<file path="src/rtl/srp16_regbus_pkg.sv">
// Shared types for the register-bus controller: access opcodes and FSM states.
package srp16_regbus_pkg;

    typedef enum logic [1:0] {
        OP_READ   = 2'b00,
        OP_WRITE  = 2'b01,
        OP_WRITEU = 2'b10,
        OP_MOVE   = 2'b11
    } op_e;

    typedef enum logic [2:0] {
        ST_IDLE  = 3'd0,
        ST_XFER  = 3'd1,
        ST_MV_RD = 3'd2,
        ST_MV_WR = 3'd3,
        ST_ACK   = 3'd4
    } state_e;

    localparam int DW = 16;

endpackage

</file>
<file path="src/rtl/regbus_ctrl_arb.sv">
// Two-way round-robin arbiter; the tie-break pointer moves only when update is high.
module rr_arb2 (
    input  logic       clk,
    input  logic       rst_n,
    input  logic [1:0] req,
    input  logic       update,
    output logic [1:0] grant
);

    // Set when requester 1 should win the next tie.
    logic r_prio1;

    always_comb begin
        grant = 2'b00;
        case (req)
            2'b01:   grant = 2'b01;
            2'b10:   grant = 2'b10;
            2'b11:   grant = r_prio1 ? 2'b10 : 2'b01;
            default: grant = 2'b00;
        endcase
    end

    always_ff @(posedge clk or negedge rst_n) begin
        if (!rst_n) begin
            r_prio1 <= 1'b0;
        end else if (update && (grant != 2'b00)) begin
            r_prio1 <= grant[0];
        end
    end

endmodule

</file>
<file path="src/rtl/regbus_ctrl.sv">
// Register-bus controller: arbitrates two requesters and sequences READ, WRITE,
// WRITEU and MOVE accesses onto a shared tri-state register bus.
//
// state    | meaning
// ---------+---------------------------------------------------------
// IDLE     | sample requests, latch winner's op/src/dst/wdata
// XFER     | single-cycle READ / WRITE / WRITEU bus access
// MV_RD    | MOVE phase 1: source drives bus, value captured to temp
// MV_WR    | MOVE phase 2: controller drives temp into destination
// ACK      | one-cycle ack to the winner, then back to IDLE
module regbus_ctrl
    import srp16_regbus_pkg::*;
#(
    parameter  int AW   = 3,
    localparam int NREG = 2**AW
) (
    input  logic            clk,
    input  logic            rst_n,
    input  logic            req0,
    input  logic            req1,
    input  logic [1:0]      op0,
    input  logic [1:0]      op1,
    input  logic [AW-1:0]   src0,
    input  logic [AW-1:0]   src1,
    input  logic [AW-1:0]   dst0,
    input  logic [AW-1:0]   dst1,
    input  logic [DW-1:0]   wdata0,
    input  logic [DW-1:0]   wdata1,
    output logic [1:0]      ack,
    output logic [DW-1:0]   rdata,
    input  logic [DW-1:0]   bus_in,
    output logic [DW-1:0]   bus_out,
    output logic            bus_oe,
    output logic [NREG-1:0] reg_read,
    output logic [NREG-1:0] reg_write,
    output logic [NREG-1:0] reg_writeu,
    output logic            busy
);

    state_e          r_state;
    op_e             r_op;
    logic [AW-1:0]   r_src;
    logic [AW-1:0]   r_dst;
    logic [DW-1:0]   r_wdata;
    logic [DW-1:0]   r_temp;
    logic [DW-1:0]   r_rdata;
    logic            r_winner;

    logic [1:0]      w_grant;
    logic            w_update;
    logic            w_sel1;
    op_e             w_op;
    logic [AW-1:0]   w_src;
    logic [AW-1:0]   w_dst;
    logic [DW-1:0]   w_wdata;
    logic [NREG-1:0] w_src_oh;
    logic [NREG-1:0] w_dst_oh;

    assign w_update = (r_state == ST_IDLE);

    rr_arb2 u_arb (
        .clk    (clk),
        .rst_n  (rst_n),
        .req    ({req1, req0}),
        .update (w_update),
        .grant  (w_grant)
    );

    assign w_sel1  = w_grant[1];
    assign w_op    = op_e'(w_sel1 ? op1 : op0);
    assign w_src   = w_sel1 ? src1 : src0;
    assign w_dst   = w_sel1 ? dst1 : dst0;
    assign w_wdata = w_sel1 ? wdata1 : wdata0;

    always_ff @(posedge clk or negedge rst_n) begin
        if (!rst_n) begin
            r_state  <= ST_IDLE;
            r_op     <= OP_READ;
            r_src    <= '0;
            r_dst    <= '0;
            r_wdata  <= '0;
            r_temp   <= '0;
            r_rdata  <= '0;
            r_winner <= 1'b0;
        end else begin
            case (r_state)
                ST_IDLE: begin
                    if (w_grant != 2'b00) begin
                        r_op     <= w_op;
                        r_src    <= w_src;
                        r_dst    <= w_dst;
                        r_wdata  <= w_wdata;
                        r_winner <= w_sel1;
                        r_state  <= (w_op == OP_MOVE) ? ST_MV_RD : ST_XFER;
                    end
                end
                ST_XFER: begin
                    if (r_op == OP_READ) begin
                        r_rdata <= bus_in;
                    end
                    r_state <= ST_ACK;
                end
                ST_MV_RD: begin
                    r_temp  <= bus_in;
                    r_state <= ST_MV_WR;
                end
                ST_MV_WR: r_state <= ST_ACK;
                ST_ACK:   r_state <= ST_IDLE;
                default:  r_state <= ST_IDLE;
            endcase
        end
    end

    // Strobes and bus drive decode only flopped state and latched fields, so
    // nothing here can glitch on requester inputs.
    assign w_src_oh = NREG'(1) << r_src;
    assign w_dst_oh = NREG'(1) << r_dst;

    always_comb begin
        reg_read   = '0;
        reg_write  = '0;
        reg_writeu = '0;
        bus_oe     = 1'b0;
        bus_out    = '0;
        case (r_state)
            ST_XFER: begin
                case (r_op)
                    OP_READ:   reg_read = w_src_oh;
                    OP_WRITE: begin
                        reg_write = w_dst_oh;
                        bus_oe    = 1'b1;
                        bus_out   = r_wdata;
                    end
                    OP_WRITEU: begin
                        reg_writeu = w_dst_oh;
                        bus_oe     = 1'b1;
                        bus_out    = r_wdata;
                    end
                    default: ;
                endcase
            end
            ST_MV_RD: reg_read = w_src_oh;
            ST_MV_WR: begin
                reg_write = w_dst_oh;
                bus_oe    = 1'b1;
                bus_out   = r_temp;
            end
            default: ;
        endcase
    end

    assign ack   = (r_state == ST_ACK) ? (r_winner ? 2'b10 : 2'b01) : 2'b00;
    assign busy  = (r_state != ST_IDLE);
    assign rdata = r_rdata;

endmodule

</file>
<file path="config.mk">
export PLATFORM = sky130hd
export DESIGN_NAME = regbus_ctrl
export DESIGN_NICKNAME = d
export VERILOG_FILES = /design/src/rtl/srp16_regbus_pkg.sv /design/src/rtl/regbus_ctrl_arb.sv /design/src/rtl/regbus_ctrl.sv
export SDC_FILE = /design/constraint.sdc
export NUM_CORES = 1
export LEC_CHECK = 0
export BUFFER_PORTS_ARGS = -buffer_cell sky130_fd_sc_hd__buf_2
export CAP_MARGIN = 30
export CORE_MARGIN = 1
export CORE_UTILIZATION = 39
export DETAILED_ROUTE_END_ITERATION = 8
export PLACE_DENSITY = 0.73
export RECOVER_POWER = 50
export SYNTH_ARGS = -nofsm -noshare
export SYNTH_HDL_FRONTEND = slang
export SYNTH_SLANG_ARGS = --single-unit
</file>
<file path="constraint.sdc">
create_clock -name clk -period 2.5 [get_ports clk]
set_input_delay 0.5 -clock clk [delete_from_list [all_inputs] [get_ports clk]]
set_output_delay 0.5 -clock clk [all_outputs]
set_load 0.1 [all_outputs]
</file>
==> Yosys cells after proc, flatten, opt, wreduce, memory -nomap -nowiden <==
Index checks and enable logic that the tools add are counted.
{ "word_totals": {"regBits": 61, "inputBits": 68, "word_cells": 52} }
{ "classes": {"n_eq_ne": 11, "shift": 2, "mux": 21, "n_reduce_logical": 9} }
{ "op_table": {"columns": ["operator", "n"], "rows": [
  ["16-bit two-way mux", 2],
  ["8-bit two-way mux", 4],
  ["16-bit one-hot mux with 2 select lines", 1],
  ["8-bit one-hot mux with 2 select lines", 2],
  ["1-bit by 3-bit << shifter with 8-bit output (first input constant)", 2],
  ["2-bit two-way mux", 5],
  ["3-bit two-way mux", 3],
  ["3-bit one-hot mux with 3 select lines", 1],
  ["2-bit equality test (second input constant)", 4],
  ["3-bit by 2-bit equality test with 1-bit output (second input constant)", 2],
  ["2-bit one-hot mux with 3 select lines", 1],
  ["2-bit by 1-bit equality test with 1-bit output (second input constant)", 2],
  ["2-bit AND reduction", 2],
  ["2-bit OR reduction", 2],
  ["3-bit by 1-bit equality test with 1-bit output (second input constant)", 1],
  ["3-bit equality test (second input constant)", 1],
  ["3-bit zero test", 1],
  ["3-bit nonzero test", 1],
  ["2-bit zero test", 1],
  ["2-bit inequality test (second input constant)", 1],
  ["1-bit one-hot mux with 2 select lines", 1],
  ["2-bit nonzero test", 1],
  ["1-bit logical AND", 1],
  ["1-bit two-way mux", 1]
]} }

==> Depth between registers and ports, before layout <==
{ "depth": {"ltp_word": 7, "depth_mapped": 7, "depth_no_buf": 6} }

==> Cells and area by module <==
Synthesis repeated with hierarchy kept, for this count alone.
{ "hier_totals": {"hier_cells": 265, "area_unflattened_um2": 3235.6} }
{ "modules_own_cells": {"columns": ["module", "n_inst", "cells_per_inst", "area_per_inst_um2", "seq_area_each_um2"], "rows": [
  ["regbus_ctrl", 1, 259, 3180.6, 1501.4],
  ["rr_arb2", 1, 6, 55.1, 25.0]
]} }

==> Worst setup path after synthesis <==
OpenSTA, ideal clock, no wires.
{ "synth_timing": {"path_kind": "register to output", "startpoint": "reg r_state[1]", "endpoint": "out ack[0]", "arrival_time_ps": 3845, "required_time_ps": 2000, "setup_slack_ps": -1845, "path_stages_with_launch": 3, "path_buffers": 1, "cell_sequence": "dfrtp_1 clkbuf_1 nor4b_1"} }
{ "synth_between": {"elab_chain_len": 2} }
{ "synth_lines": {"columns": ["element", "line", "text"], "rows": [
  ["start: declaration", "regbus_ctrl.sv:40", "state_e r_state;"],
  ["start signal: assignment", "regbus_ctrl.sv:94", "r_state <= (w_op == OP_MOVE) ? ST_MV_RD : ST_XFER;"],
  ["3-bit equality test", "regbus_ctrl.sv:152", "assign ack = (r_state == ST_ACK) ? (r_winner ? 2'b10 : 2'b01) : 2'b00;"],
  ["2-bit two-way mux", "regbus_ctrl.sv:152", null],
  ["end: declaration", "regbus_ctrl.sv:29", "output logic [1:0] ack,"]
]} }
No other way between the ends.

==> Final worst setup path <==
{ "layout_timing": {"startpoint": "reg r_op[0]", "endpoint": "out reg_read[0]"} }
{ "layout_between": {"elab_chain_len": 3} }
{ "layout_lines": {"columns": ["element", "line", "text"], "rows": [
  ["start: declaration", "regbus_ctrl.sv:41", "op_e r_op;"],
  ["start signal: assignment", "regbus_ctrl.sv:89", "r_op <= w_op;"],
  ["2-bit zero test", "regbus_ctrl.sv:127", "case (r_op)"],
  ["8-bit two-way mux", "regbus_ctrl.sv:127", null],
  ["8-bit one-hot mux with 2 select lines", "regbus_ctrl.sv:125", "case (r_state)"],
  ["end: declaration", "regbus_ctrl.sv:34", "output logic [NREG-1:0] reg_read,"]
]} }
No other way between the ends.

==> results.json <==
{
  "synth.most_common_cell": "dfrtp_1",
  "grt_overflow_total": 0,
  "rows": 32,
  "grt_start_max_net_pins": 33,
  "die_h_um": 90.9,
  "fp.dieW_um": 90.9,
  "clock_latency_ps": 330,
  "clockRootBuffer": "clkbuf_8",
  "clock_path_buffers": 2,
  "finalSetupViolations": 0,
  "cp.required_ps": 2000,
  "fin_nets": 489,
  "fmax_mhz": 413,
  "fin_crit_sh": 0.968,
  "synth_commonest_cells": "dfrtp_1 (61), nor2_1 (57), a21oi_1 (26), mux2i_1 (25), mux2_2 (22)",
  "coreArea_um2": 7690,
  "hp-class": "input port to register",
  "worst-path-max-fanout": 4,
  "drc_errors": 0,
  "vias": 2605,
  "met3RoutedLength_um": 474,
  "grt_pass1_vias": 2653,
  "crit_type": "register to output pin",
  "syn-num-nets": 358,
  "clkSinkCount": 61,
  "boundaryPins": 128,
  "die-area_um2": 8250,
  "violations": "max-capacitance violations, max-slew violations",
  "dp_hpwl_um": 5920,
  "crit_family": "simple AND/OR/NAND/NOR gates",
  "path_clk_slew_ps": 70,
  "top_layer_used": "met4",
  "netlist.area_leader.share": 0.496,
  "port-buffer-count": 127,
  "avgSynthCellArea_um2": 10.7,
  "dr.pass1.iters": 4,
  "htreeDepth": 3,
  "rsz0062_at_grt": "no",
  "synth_cell_types": 38,
  "drive_gt1_frac": 0.513,
  "antenna_cells": 0,
  "route.final.wire_length_um": 8010,
  "syn_inst": 287,
  "relSlewSlack": -0.142,
  "dpl.cell_count": 508,
  "wl_per_cell_um": 15.3,
  "ys_warn_count": 0,
  "antenna_found_initial": 0,
  "async_flop_share": 1.00,
  "fin_cells": 525,
  "slew_violations": 30,
  "initialDrtViolationCount": 100,
  "cp_slowest_stage_delay_ps": 400,
  "start_util": 0.401,
  "cts-buffers-inserted": 9,
  "area_growth_pct": 56.9,
  "synthTopCellsByArea": "dfrtp_1 (50%), mux2i_1 (8.1%), mux2_2 (8.0%)",
  "ant_nets": 0,
  "ys_seq_area_frac": 0.496,
  "synth_area_um2": 3080,
  "drv_cap": 1,
  "grt_pass1_wl_um": 12900,
  "vias_per_cell": 4.96,
  "grtUsageTotal": 0.200,
  "gp_congestion": 0.746,
  "critPathBufInv": 2,
  "path_cells": "inv_2 > ha_4 > nand3b_1 > a21oi_2 > nor2b_4 > nor3b_4 > buf_12",
  "timing.final.hold_violations": 0,
  "synth-edff-count": 0,
  "crit_arrival_ps": 1920,
  "crit_path_end_kind": "output pin",
  "finalClockSkew_ps": 10.4,
  "wl_met1_um": 3410,
  "critPathLaunchType": "register",
  "synth_ff_type": "dfrtp_1",
  "status": "complete, but fails checks",
  "yosys_register_bits": 61,
  "wl_met2_um": 4070,
  "cpMaxStageDelayCell": "dfrtp_1",
  "synth_top_area_cell": "dfrtp_1",
  "tightest_slew_ps": 1710,
  "period_needed_ps": 2420,
  "cts_tree": "yes"
}
[sequential cells by signal, indices dropped and copies added (netlist names)]
register and cells:
u_arb.r_prio1 1, r_dst 3, r_op 2, r_temp 16, rdata 16, r_wdata 16, r_state 3, r_winner 1
r_src 3
[per-stage QoR]
step	hold slack (ps)	setup slack [ps]	cell area, µm²	utilization	setup TNS, ps
detailed placement	476	348	4670	0.608	0
global route	385	7.30	4830	0.628	0
finish	408	80.3	4830	0.628	0
floorplan	204	-472	3280	-	-3380
CTS	234	-24.2	4840	0.630	-46.9
global placement	464	422	4670	0.608	0
[cells in the final DEF (no fill, tap or decap), types with 9 or more instances in the layout]
master    instances
buf_4            10
a22oi_1          16
clkbuf_1         18
mux2_4           10
buf_12           43
a21oi_1          25
mux2i_1          25
clkbuf_8          9
nor2_1           32
nor2_2           23
dfrtp_1          61
mux2_2           22
buf_2            68
[per-layer routing]
metal / global-route usage / up-vias
li1: - / 1264
met1: 0.244 / 1249
met2: 0.349 / 85
met3: 0.0530 / 7
met4: 0.0489 / 0
met5: 0 / -
[logic make-up after synthesis]
group                    share of synthesized area
multiplexers                                 0.210
flip-flops                                   0.496
AND/OR/NAND/NOR                              0.146
adder cells (fa/ha/maj)                     0.0122
buffers and inverters                       0.0406
AO/OA/AOI/OAI                               0.0951
[area by class of cell]
cell class              instances  area, µm²
repair buffers                141       1360
flip-flops and latches         61       1530
well taps                     102        128
fillers                       636       2860
multi-input cells             201       1640
clock buffers                  10        128
inverters                       4       15.0
clock inverters                 6       38.8
[worst reg2reg max path, cell delays in order, from the launching register on]
cell,delay (ps)
dfrtp_1,400
buf_4,180
nor3_1,530
o21a_2,250
clkbuf_2,460
nor2_1,100
a21oi_1,150
[repair_timing]
item,CTS,global route
resized for setup,0,9
endpoints found under the hold margin,0,0
setup endpoints to repair,2,14
setup buffers,0,1
pin swaps,0,2
hold buffers,0,0
[final timing paths]
check	from	endpoint	slack, ps	cells after the start
max in group asynchronous	rst_n	rdata[6]	900	1
worst max-delay path	r_op[0]	reg_read[0]	80	7
worst max register to register	r_state[1]	r_src[1]	350	6
worst min-delay path	bus_in[2]	rdata[2]	410	2
min in group asynchronous	rst_n	r_dst[1]	610	1
worst min register to register	u_arb.r_prio1	u_arb.r_prio1	490	1
Power is not shown: default switching activity piles up to over one toggle a cycle in this logic, so the estimate is an artifact.
